## config.mk

```make
export PLATFORM = sky130hd
export DESIGN_NAME = transmission_machine
export DESIGN_NICKNAME = d
export VERILOG_FILES = /design/src/rtl/transmission_machine.sv
export SDC_FILE = /design/constraint.sdc
export NUM_CORES = 1
export LEC_CHECK = 0
export ABC_AREA = 1
export CORE_MARGIN = 2
export CORE_UTILIZATION = 39
export DETAILED_ROUTE_END_ITERATION = 7
export PLACE_DENSITY = 0.84
export SLEW_MARGIN = 20
export SYNTH_ARGS = -nofsm -noshare
export SYNTH_HDL_FRONTEND = slang
export SYNTH_SLANG_ARGS = --single-unit
```

## constraint.sdc

```tcl
create_clock -name clk -period 1.4 [get_ports clk]
set_input_delay 0.28 -clock clk [delete_from_list [all_inputs] [get_ports clk]]
set_output_delay 0.28 -clock clk [all_outputs]
set_load 0.03 [all_outputs]
```

## src/rtl/transmission_machine.sv

```systemverilog
// Byte-stream transmission controller: one session per sink request, latching
// each ready source byte onto a registered output and flagging mid-session underrun.
module transmission_machine (
  input  logic       clk,
  input  logic       rst_n,
  input  logic       ena,
  input  logic       req,
  input  logic       drdy,
  input  logic [7:0] data,
  output logic [7:0] y,
  output logic       ack,
  output logic       idl,
  output logic       exc
);

  typedef enum logic [1:0] {
    ST_IDLE = 2'd0,
    ST_WAIT = 2'd1,
    ST_SEND = 2'd2,
    ST_EXC  = 2'd3
  } state_t;

  state_t state, state_nxt;
  logic   load;

  // NOTE: the reset is synchronous, so it is tested inside the clocked branch;
  // state uses non-blocking assignments so every flop samples pre-edge values.
  always_ff @(posedge clk) begin
    if (!rst_n) begin
      state <= ST_IDLE;
      y     <= 8'h00;
    end else begin
      state <= state_nxt;
      if (load) y <= data;
    end
  end

  // NOTE: defaults first so no path through the case leaves a variable unassigned (no latch).
  always_comb begin
    state_nxt = state;
    load      = 1'b0;
    if (!ena) begin
      state_nxt = ST_IDLE;
    end else begin
      unique case (state)
        ST_IDLE: if (req) state_nxt = ST_WAIT;
        ST_WAIT, ST_EXC: begin
          if (!req) begin
            state_nxt = ST_IDLE;
          end else if (drdy) begin
            state_nxt = ST_SEND;
            load      = 1'b1;
          end
        end
        ST_SEND: begin
          if (!req) begin
            state_nxt = ST_IDLE;
          end else if (drdy) begin
            load = 1'b1;
          end else begin
            state_nxt = ST_EXC;
          end
        end
        default: state_nxt = ST_IDLE;
      endcase
    end
  end

  // Moore decode: flags depend on the state register alone.
  always_comb begin
    idl = (state == ST_IDLE);
    ack = (state == ST_SEND);
    exc = (state == ST_EXC);
  end

endmodule

```

==> results of run 1 <==
-- power by group through the flow --
stage          Clock (uW)  Sequential, uW  Combinational (uW)
2_1_floorplan           0             306                54.9
3_3_place_gp            0             299                 109
3_5_place_dp            0             300                 111
4_1_cts               203             293                 109
5_1_grt               215             293                 118
6_report              197             293                 108
-- synthesized netlist by cell type --
cell type,instances
a21oi_1,1
a21oi_2,8
buf_12,2
buf_2,1
dfxtp_1,10
inv_1,13
nand2_1,10
nand3_1,7
nand3_2,1
nor2_1,7
nor2_2,2
nor2_4,1
nor2_8,1
nor3_1,2
-- cell type report --
class                      count  share of cell area
multi-input combinational     40               0.297
timing repair buffer          31               0.341
inverter                      13              0.0609
clock buffer                   3              0.0281
tap                           15              0.0234
sequential                    10               0.250
-- metrics by stage --
| stage | std cells | utilization | setup TNS, ns | instance area (um2) | total power [uW] |
|---|---|---|---|---|---|
| floorplan | 66 | - | 0 | 532 | 361 |
| global placement | 109 | 0.613 | -0.0348 | 788 | 409 |
| detailed placement | 109 | 0.613 | -0.254 | 788 | 410 |
| CTS | 112 | 0.623 | 0 | 801 | 605 |
| global route | 112 | 0.623 | 0 | 801 | 626 |
| finish | 112 | 0.623 | 0 | 801 | 598 |
-- registers in the layout, summed over array words and instances (netlist names) --
name and count:
y 8, state 2
-- cell families after synthesis --
group                  after synthesis  synth area share
AND/OR/NAND/NOR                     31             0.306
flip-flops                          10             0.376
AO/OA/AOI/OAI                        9             0.141
buffers and inverters               16             0.176
-- per-layer routing --
| metal | track usage | share of wire | vias up |
|---|---|---|---|
| met5 | 0 | 0 | - |
| met4 | 0.100 | 0.013 | 0 |
| li1 | - | - | 266 |
| met1 | 0.174 | 0.43 | 247 |
| met3 | 0.0326 | 0.047 | 3 |
| met2 | 0.227 | 0.51 | 17 |
-- path summary, 6_finish.rpt --
path	cells past startpoint	startpoint	slack (ns)	endpoint
min	2	y[7]$_SDFFE_PN0P_	0.49	y[7]$_SDFFE_PN0P_
max reg2reg	5	state[0]$_SDFFE_PN0P_	0.35	y[2]$_SDFFE_PN0P_
min reg2reg	2	y[7]$_SDFFE_PN0P_	0.49	y[7]$_SDFFE_PN0P_
max	1	y[5]$_SDFFE_PN0P_	0.09	y[5]
==> impl_metrics.env, run 1 <==
export IMPL_run_status="completed"
export IMPL_cts_hold_buf=0
export IMPL_seq_area_um2=200
export IMPL_final_min_clock_period_ns=1.31
export IMPL_hpwlAfterDp_um=827
export IMPL_finalWirelength_mm=1.04
export IMPL_postCtsSetupBuffers=0
export IMPL_yosys_warnings=0
export IMPL_cap_violations=0
export IMPL_hold_viol_final=0
export IMPL_wl_per_cell_um=9.26
export IMPL_max_stage_delay_ns=0.41
export IMPL_ctsHtreeMaxLevel=1
export IMPL_clk_path_buf_depth=2
export IMPL_synth_seq_cells=10
export IMPL_synthCells=66
export IMPL_overflow=0
export IMPL_final_common_cell="inv_1"
export IMPL_grt_pass1_wl_mm=1.59
export IMPL_cts_tree="yes"
export IMPL_syn_cell_area_um2=532
export IMPL_setup_violations_final=0
export IMPL_core_rowCount=13
export IMPL_antennaDiodeCount=0
export IMPL_sw_frac_of_total=0.256
export IMPL_place_ws_ns=-0.0571
export IMPL_area_growth_pct=50.6
export IMPL_vias=533
export IMPL_drv_slew=0
export IMPL_grt_pass1_vias=417
export IMPL_yosysSeqAreaShare=0.376
export IMPL_power_frac_comb=0.180
export IMPL_grt_max_degree=15
export IMPL_intPower_uw=445
export IMPL_critPathMaxFanout=2
export IMPL_worst_slack_ns=0.0941
export IMPL_end_kind="primary output"
export IMPL_p_clk_frac=0.330
export IMPL_ioPinCount=24
export IMPL_die_x_um=40.9
export IMPL_drtAntennaViolNets=0
export IMPL_clockRootBuffer="clkbuf_4"
export IMPL_die_h_um=40.9
export IMPL_maxSlewHeadroom=0.795
export IMPL_core_area_mm2=0.00128
export IMPL_skew_ns=0.00661
export IMPL_required_ns=1.12
export IMPL_critical_path_class="reg2out"
export IMPL_synth_area_leader_cell="dfxtp_1"
export IMPL_hold_ws_ns=0.488
export IMPL_firstDrtPassIters=4
export IMPL_power_switching_uw=153
export IMPL_fill_cells=120
export IMPL_path_clk_slew_ns=0.07
export IMPL_post_cts_resized=8
export IMPL_die_area_mm2=0.00167
export IMPL_clk_latency_ns=0.27
export IMPL_final_nets=112
export IMPL_period_share=0.933
export IMPL_cp_slowest_cell="dlygate4sd2_1"
export IMPL_hp_class="reg2reg"
export IMPL_viasPerCell=4.76
export IMPL_arrival_ns=1.03
export IMPL_cts_inserted_buffers=3
export IMPL_critical_path_buf_inv_count=1
export IMPL_start_util=0.414
export IMPL_drc=0
export IMPL_cts_sink_count=10
export IMPL_numPortBuffers=23
export IMPL_multi_input_area_um2=238
export IMPL_rsz0062_at_grt="no"
export IMPL_worstMarginPinSlew_ns=0.308
export IMPL_powerDensity_mw_per_mm2=747
export IMPL_vdd_ir_drop_max_mv=0.400
export IMPL_gp_congestion=0.702
export IMPL_synth_cell_types=14
export IMPL_mostFrequentLayoutCells="13 x inv_1, 12 x clkdlybuf4s50_1, 11 x buf_4, 10 x nand2_1, 10 x dfxtp_1"
export IMPL_synthTopCellsByArea="dfxtp_1 38%, a21oi_2 13%, inv_1 9.2%, buf_12 7.5%, nand2_1 7.1%"
export IMPL_syn_num_nets=79
export IMPL_seqPwrFrac=0.490
export IMPL_fmax_mhz=766
export IMPL_drt_initial_drc_count=7
export IMPL_syn_avg_cell_area_um2=8.06
export IMPL_start_kind="register"
export IMPL_p_leak_uw=0.000419
export IMPL_antenna_found_initial=0
export IMPL_drive_above_1_share=0.278
export IMPL_yosysTopAreaCellShare=0.376
export IMPL_grt_usage=0.145
export IMPL_path_delay_family="buffers and inverters"
export IMPL_crit_chain="dlygate4sd2_1"
Power figures use the tool's default switching activity.
==> run 2: changes to the inputs <==
Settings changed: RECOVER_POWER set to 100.
==> impl_metrics.env, run 2 (synthesis results as in run 1) <==
export IMPL_final_area_um2=788
export IMPL_crit_chain="dlygate4sd2_1"
export IMPL_drv_slew=0
export IMPL_largest_register="y"
export IMPL_skew_ns=0.00600
export IMPL_drt_initial_drc_count=7
export IMPL_required_ns=1.12
export IMPL_overflow=0
export IMPL_rsz0062_at_grt="no"
export IMPL_ctsHtreeMaxLevel=1
export IMPL_drtAntennaViolNets=0
export IMPL_gp_congestion=0.702
export IMPL_worstMarginPinSlew_ns=0.309
export IMPL_hpwlAfterDp_um=827
export IMPL_hp_class="reg2reg"
export IMPL_fmax_mhz=765
export IMPL_start_util=0.414
export IMPL_core_area_mm2=0.00128
export IMPL_vdd_ir_drop_max_mv=0.400
export IMPL_finalWirelength_mm=1.04
export IMPL_cp_slowest_cell="dlygate4sd2_1"
export IMPL_r2r_start="state[0]$_SDFFE_PN0P_"
export IMPL_grt_max_degree=15
export IMPL_mostFrequentLayoutCells="13 x inv_1, 10 x nand2_1, 10 x clkdlybuf4s50_1, 10 x dfxtp_1"
export IMPL_cts_sink_count=10
export IMPL_place_area_um2=788
export IMPL_die_area_mm2=0.00167
export IMPL_cts_hold_buf=0
export IMPL_run_status="completed"
export IMPL_largest_registers="y: 8 flops, state: 2 flops"
export IMPL_cts_inserted_buffers=3
export IMPL_end_kind="primary output"
export IMPL_maxSlewHeadroom=0.795
export IMPL_clk_path_buf_depth=2
export IMPL_cts_tree="yes"
export IMPL_die_x_um=40.9
export IMPL_critical_path_class="reg2out"
export IMPL_area_growth_pct=48.2
export IMPL_vias=527
export IMPL_final_nets=112
export IMPL_critPathLaunch="y[5]$_SDFFE_PN0P_"
export IMPL_hold_viol_final=0
export IMPL_antennaDiodeCount=0
export IMPL_path_clk_slew_ns=0.07
export IMPL_arrival_ns=1.03
export IMPL_powerDensity_mw_per_mm2=755
export IMPL_setup_violations_final=0
export IMPL_clk_latency_ns=0.27
export IMPL_start_kind="register"
export IMPL_max_stage_delay_ns=0.41
export IMPL_die_h_um=40.9
export IMPL_hold_ws_ns=0.488
export IMPL_drc=0
export IMPL_p_leak_uw=0.000411
export IMPL_cap_violations=0
export IMPL_clockRootBuffer="clkbuf_4"
export IMPL_viasPerCell=4.71
export IMPL_largest_reg_flops=8
export IMPL_grt_pass1_wl_mm=1.59
export IMPL_numPortBuffers=23
export IMPL_fill_cells=122
export IMPL_ioPinCount=24
export IMPL_critPathMaxFanout=2
export IMPL_wl_per_cell_um=9.24
export IMPL_period_share=0.934
export IMPL_critical_path_buf_inv_count=1
export IMPL_grt_pass1_vias=417
export IMPL_drive_above_1_share=0.258
export IMPL_core_rowCount=13
export IMPL_postCtsSetupBuffers=0
export IMPL_hp_start="y[7]$_SDFFE_PN0P_"
export IMPL_path_delay_family="buffers and inverters"
export IMPL_final_min_clock_period_ns=1.31
export IMPL_firstDrtPassIters=4
export IMPL_antenna_found_initial=0
export IMPL_grt_usage=0.145
export IMPL_final_common_cell="inv_1"
-- run 2: cell types whose count changed in the layout (fill, tap and decap cells not counted), sizes merged --
| cell | before | now |
|---|---|---|
| clkbuf | 3 | 7 |
| clkdlybuf4s50 | 12 | 10 |
| buf | 11 | 7 |
| dlygate4sd3 | 0 | 2 |
-- run 2: worst paths after layout --
check	slack, ns	end	cells after the start
hold / removal	0.49	y[7]$_SDFFE_PN0P_	2
hold reg to reg	0.49	y[7]$_SDFFE_PN0P_	2
setup reg to reg	0.32	y[2]$_SDFFE_PN0P_	5
setup / recovery	0.09	y[5]	1
-- run 2: final cells by class --
cell class	instances	area [um2]	share of cell area
repair buffers	31	260	0.330
multi-input cells	40	238	0.302
flip-flops and latches	10	200	0.254
inverters	13	48.8	0.0619
clock buffers	3	22.5	0.0286
well taps	15	18.8	0.0238
-- run 2: routing by layer --
layer / global-route usage / wire [um] / vias up
met4: 0.100 / 0 / 0
met2: 0.227 / 532 / 14
met1: 0.174 / 453 / 245
met3: 0.0326 / 48 / 0
met5: 0 / 0 / -
li1: - / - / 268
-- run 2: per-stage QoR --
stage	std cells	total power (uW)	setup WS, ns	utilization	setup TNS [ns]
finish	112	595	0.0929	0.613	0
global route	112	624	0.0320	0.613	0
CTS	112	605	0.0838	0.623	0
detailed placement	109	410	-0.0571	0.613	-0.254
global placement	109	409	-0.00957	0.613	-0.0348
floorplan	66	361	0.281	-	0
-- run 2: worst register-to-register path: stages (launching register included) --
cell      delay, ns
dfxtp_1        0.41
nor2_4         0.08
nor2_8         0.18
clkbuf_1       0.18
a21oi_2        0.07
nor2_1         0.10
-- run 2: report_power, final --
group          leakage (uW)  switching [uW]  internal, uW
sequential        0.0000808            4.06           289
combinational      0.000316            50.9          54.2
clock             0.0000138            97.4          99.3
total              0.000411             152           443
-- run 2: what timing repair did --
item,4_1_cts,5_1_grt
gates resized for setup,8,0
endpoints found under the setup margin,8,0
endpoints found under the hold margin,0,0
